===== src/rtl/f1_pkg.sv =====
// rtl/f1_pkg.sv - shared types and constants for the F1 start-light reaction timer
//
// Purpose: FSM state encoding and light-bar constants used by f1_reaction_timer.
// Ports:   none (package).

package f1_pkg;

  localparam int N_LIGHTS = 8;

  localparam logic [N_LIGHTS-1:0] LIGHTS_ALL_ON = 8'hFF;
  localparam logic [N_LIGHTS-1:0] LIGHTS_OFF    = 8'h00;

  typedef enum logic [2:0] {
    IDLE   = 3'd0,
    SEQ    = 3'd1,
    ALL_ON = 3'd2,
    TIMING = 3'd3,
    DONE   = 3'd4,
    FAULT  = 3'd5
  } state_t;

endpackage


===== src/rtl/edge_detect.sv =====
// rtl/edge_detect.sv - rising-edge pulse from a synchronous level
//
// Purpose: produces a one-cycle pulse in the cycle a level input goes high.
//          The input must already be synchronous to clk (and debounced).
// Ports:
//   clk    in  1  system clock
//   rst_n  in  1  asynchronous active-low reset (clears the history bit)
//   level  in  1  level to watch
//   pulse  out 1  level & ~previous level (combinational from level and a flop)

module edge_detect (
  input  logic clk,
  input  logic rst_n,
  input  logic level,
  output logic pulse
);

  logic level_q;

  always_ff @(posedge clk or negedge rst_n) begin
    if (!rst_n) begin
      level_q <= 1'b0;
    end else begin
      level_q <= level;
    end
  end

  assign pulse = level & ~level_q;

endmodule


===== src/rtl/f1_reaction_timer.sv =====
// rtl/f1_reaction_timer.sv - start-light watcher and driver reaction-time counter
//
// Purpose: watches the 8-bit light bar, arms on all-on, starts timing on
//          lights-out and measures ticks until the trigger button is pressed.
//          A press while lights are lit is a false start.
// Ports:
//   clk           in  1          system clock
//   rst_n         in  1          asynchronous active-low reset
//   tick          in  1          time-base strobe, one clk wide
//   lights        in  8          light bar, 8'hFF all on, 8'h00 all off
//   trigger       in  1          driver button level (synchronous, debounced)
//   react_time    out CNT_WIDTH  last valid reaction time in ticks
//   result_valid  out 1          one-cycle pulse when react_time updates
//   false_start   out 1          high while in FAULT
//   busy          out 1          high in SEQ, ALL_ON, TIMING
//   lit_count     out 4          registered popcount of lights

module f1_reaction_timer
  import f1_pkg::*;
#(
  parameter int CNT_WIDTH = 16
) (
  input  logic                 clk,
  input  logic                 rst_n,
  input  logic                 tick,
  input  logic [7:0]           lights,
  input  logic                 trigger,
  output logic [CNT_WIDTH-1:0] react_time,
  output logic                 result_valid,
  output logic                 false_start,
  output logic                 busy,
  output logic [3:0]           lit_count
);

  localparam logic [CNT_WIDTH-1:0] CNT_MAX = {CNT_WIDTH{1'b1}};

  state_t               state;
  state_t               state_nxt;
  logic [CNT_WIDTH-1:0] counter;
  logic [CNT_WIDTH-1:0] counter_inc;
  logic [CNT_WIDTH-1:0] counter_at_press;
  logic [3:0]           lit_nxt;
  logic                 press;
  logic                 lights_off;
  logic                 lights_full;

  edge_detect u_trig_edge (
    .clk   (clk),
    .rst_n (rst_n),
    .level (trigger),
    .pulse (press)
  );

  assign lights_off  = (lights == LIGHTS_OFF);
  assign lights_full = (lights == LIGHTS_ALL_ON);

  // Saturating increment: the counter sticks at all-ones instead of wrapping.
  assign counter_inc = (counter == CNT_MAX) ? counter : counter + 1'b1;

  // A tick landing in the press cycle still counts toward the result.
  assign counter_at_press = tick ? counter_inc : counter;

  always_comb begin
    lit_nxt = 4'd0;
    for (int i = 0; i < N_LIGHTS; i++) begin
      lit_nxt = lit_nxt + {3'b000, lights[i]};
    end
  end

  // Next state. Within each state a press outranks a lights change,
  // which outranks a tick.
  always_comb begin
    state_nxt = state;
    unique case (state)
      IDLE: begin
        if (!lights_off) state_nxt = SEQ;
      end
      SEQ: begin
        if (press)            state_nxt = FAULT;
        else if (lights_full) state_nxt = ALL_ON;
        else if (lights_off)  state_nxt = IDLE;
      end
      ALL_ON: begin
        if (press)           state_nxt = FAULT;
        else if (lights_off) state_nxt = TIMING;
      end
      TIMING: begin
        if (press)            state_nxt = DONE;
        else if (!lights_off) state_nxt = SEQ;
      end
      DONE: begin
        if (!lights_off) state_nxt = SEQ;
      end
      FAULT: begin
        // Wait for both a dark bar and a released button so a held
        // button cannot fall straight into the next sequence.
        if (lights_off && !trigger) state_nxt = IDLE;
      end
      default: state_nxt = IDLE;
    endcase
  end

  always_ff @(posedge clk or negedge rst_n) begin
    if (!rst_n) begin
      state        <= IDLE;
      counter      <= '0;
      react_time   <= '0;
      result_valid <= 1'b0;
      false_start  <= 1'b0;
      busy         <= 1'b0;
      lit_count    <= 4'd0;
    end else begin
      state        <= state_nxt;
      lit_count    <= lit_nxt;
      result_valid <= 1'b0;

      // Outputs are registered from the next state so they line up with it.
      false_start <= (state_nxt == FAULT);
      busy        <= (state_nxt == SEQ) || (state_nxt == ALL_ON) ||
                     (state_nxt == TIMING);

      case (state)
        ALL_ON: begin
          if (!press && lights_off) counter <= '0;
        end
        TIMING: begin
          if (press) begin
            react_time   <= counter_at_press;
            result_valid <= 1'b1;
          end else if (lights_off && tick) begin
            counter <= counter_inc;
          end
        end
        default: ;
      endcase
    end
  end

endmodule


===== config.mk =====
export PLATFORM = sky130hd
export DESIGN_NAME = f1_reaction_timer
export DESIGN_NICKNAME = d
export VERILOG_FILES = /design/src/rtl/f1_pkg.sv /design/src/rtl/edge_detect.sv /design/src/rtl/f1_reaction_timer.sv
export SDC_FILE = /design/constraint.sdc
export NUM_CORES = 1
export LEC_CHECK = 0
export CORE_MARGIN = 3
export CORE_UTILIZATION = 54
export CTS_CLUSTER_DIAMETER = 30
export DETAILED_ROUTE_END_ITERATION = 7
export PLACE_DENSITY = 0.79
export RECOVER_POWER = 25
export SYNTH_ARGS = -nofsm -noshare
export SYNTH_HDL_FRONTEND = slang
export SYNTH_SLANG_ARGS = --single-unit

===== constraint.sdc =====
create_clock -name clk -period 4.62 [get_ports clk]
set_clock_uncertainty 0.1 [all_clocks]
set_input_delay 0.924 -clock clk [delete_from_list [all_inputs] [get_ports clk]]
set_output_delay 0.924 -clock clk [all_outputs]
set_load 0.02 [all_outputs]

==> flow_metrics.tcl <==
set metrics [dict create \
    status "finished with violations" \
    violations "max-capacitance violations, max-slew violations" \
    synthCells 276 \
    cts_sinks 43 \
    num_vias 2147 \
    route.detailed.drc 0 \
    hp-class "flop to flop" \
    worstSkewPairLatency_ns 0.30 \
    place_congestion 0.859 \
    cts_buffer_depth 2 \
    seq_area_frac_synth_pct 41.3 \
    reg2reg_slack_ns 2.13 \
    min_to "react_time[2]" \
    layout-drive-gt1-share_pct 8.67 \
    rsz0062_at_grt "no" \
    comb_power_share_pct 13.3 \
    end_kind "flop" \
    grt_pass1_vias 2058 \
    antenna_cells 0 \
    critPathKind "primary input to flop" \
    row_count 24 \
    portBuffers 34 \
    ios 35 \
    async_flop_share_pct 100 \
    worstHoldStart "react_time[2]" \
    cts_tree "yes" \
    min_period_over_period_pct 78.2 \
    layout.nets 321 \
    wl_per_cell_um 15.5 \
    cts_resized 0 \
    ys_seq_elements 43 \
    start_util_pct 57.8 \
    slew-limit-headroom_pct -49.6 \
    die_width_um 75.5 \
    synth_area_leaders "dfrtp_1 41%, nand2_1 4.8%, a21oi_1 3.5%, fa_1 3.1%, ha_1 2.9%" \
    max_freq_mhz 277 \
    grt_pass1_wl_um 9400 \
    design.core.area_sq_mm 0.00450 \
    yosys_warnings 0 \
    grt_max_degree 44 \
    fin_hold_ws_ns 0.378 \
    worst_pin_slew_ns 2.24 \
    netlist_area_sq_mm 0.00260 \
    clockPowerShare_pct 38.0 \
    cap_violations 1 \
    cts_setup_buffers 0 \
    syn_area_per_cell_sq_um 9.44 \
    dr.pass1.iters 4 \
    grt.busiest_layer "met2" \
    wl_um 5440 \
    yosysTopAreaCell "dfrtp_1" \
    crit_arrival_ns 3.70 \
    grt_use_met2_pct 34.5 \
    use_met1_pct 28.7 \
    power.leakage_nw 1.28 \
    numCtsBuffers 5 \
    slew_violations 44 \
    rr_worst_depth 6 \
    hpwl_um 3840 \
    drt_iter0_drc 285 \
    cp_max_fo 3 \
    cts_max_level 2 \
    period_needed_ns 3.61 \
    clkTransAtPathRegs_ns 0.08 \
    irDropWorstVdd_uv 232 \
    grt_overflow 0 \
    sw_frac_of_total_pct 24.2 \
    synth_top_area_share_pct 41.3 \
    netlist-cell-type-count 58 \
    die_area_sq_mm 0.00569 \
    setup_violations 0 \
    start_kind "primary input" \
    power_density_mw_per_mm2 268 \
    hold_path_depth 2 \
    mappedNetlistNets 298 \
    fp.dieH_um 75.5 \
    hold_violations 0 \
    cp.required_ns 4.71 \
    holdBufCountCts 0 \
    ys.flop_type "dfrtp_1" \
    synth_edf_count 0 \
    antenna_found_initial 0 \
    internal_power_mw 0.613 \
    tns_ns 0 \
    power.total_mw 0.808 \
    via_per_inst 6.10 \
    use_met3_pct 4.49 \
    critPathLaunch "lights[0]" \
    grt_usage_pct 21.4 \
    timing.rr.start "state[2]" \
    postRouteAntennaNets 0 \
    areaGrowthSynthToFinish_pct 15.7 \
    root_buffer "clkbuf_8" \
    p_switching_mw 0.195 \
    p_seq_share_pct 48.8 \
    final.fill_count 382 \
    r2r-end "react_time[5]" \
]
## metrics by stage
| step | cells | util, % | instance area (sq um) | worst slack [ns] |
|---|---|---|---|---|
| finish | 352 | 66.9 | 3010 | 1.01 |
| global route | 352 | 66.9 | 3010 | 0.901 |
| CTS | 352 | 66.9 | 3020 | 1.00 |
| detailed placement | 344 | 64.3 | 2900 | 0.683 |
| global placement | 344 | 64.3 | 2900 | 0.698 |
| floorplan | 276 | - | 2610 | 1.24 |
## cell families after synthesis
kind of cell / synth area share (%)
and+or+nand+nor: 22.5
xor gates and xnor gates: 2.35
muxes: 1.59
AOI/OAI and AO/OA: 19.7
DFF: 41.3
adders and majority gates: 5.96
buffers and inverters: 6.58
## flip-flops by register name (all words and copies together) (netlist names)
name / count
counter: 16
result_valid: 1
busy: 1
false_start: 1
state: 3
react_time: 16
u_trig_edge.level_q: 1
lit_count: 4
## worst max-delay path, cell delays in order
cell and delay [ns]:
clkdlybuf4s50_1 0.47, fa_1 0.55, inv_1 0.05, fa_1 0.44
fa_1 0.49, inv_1 0.04, ha_1 0.20, fa_1 0.38
xor2_1 0.16
## worst max-delay path by stage
stage	end	slack, ns	depth (start not counted)
CTS	lit_count[2]	1.00	9
detailed placement	lit_count[2]	0.68	9
floorplan	lit_count[2]	1.24	8
finish	lit_count[2]	1.01	9
global route	lit_count[2]	0.90	9
global placement	lit_count[2]	0.70	9
## power groups by stage
stage / Sequential (mW) / Combinational, mW / Clock [mW]
after global placement: 0.402 / 0.106 / 0
after detailed placement: 0.402 / 0.109 / 0
after floorplan: 0.419 / 0.0382 / 0
after CTS: 0.394 / 0.110 / 0.314
after global routing: 0.396 / 0.119 / 0.330
final: 0.394 / 0.107 / 0.307
## routing by layer
metal	wire length, um	up-vias
met5	0	-
met4	82	0
met3	332	8
met2	2650	62
met1	2380	1026
li1	-	1051
## final cells by class
class                           count  area, sq um  share of cell area [%]
Inverter                           15         56.3                    1.87
Clock buffer                        6         82.6                    2.74
Multi-Input combinational cell    199         1360                    45.0
Timing Repair Buffer               35          342                    11.3
Sequential cell                    43         1080                    35.7
Clock inverter                      2         35.0                    1.16
Tap cell                           52         65.1                    2.16
## cell usage after synthesis, types with 7 or more instances
cell and number:
o21ai_0 12, clkbuf_1 9, dfrtp_1 43, a21oi_1 18, inv_1 13, nand2_1 33
nand3_1 15, nor2_1 11, o21ai_1 7, o31ai_1 7
## layout by cell type, fill, tap and decap left out, types with 7 or more instances in the layout
master	instances
clkdlybuf4s50_1	32
nand2_1	33
inv_1	13
o21ai_0	12
a21oi_1	18
dfrtp_1	43
o21ai_1	7
nor2_1	11
o31ai_1	7
nand3_1	15
(Power assumes the default switching activity.)
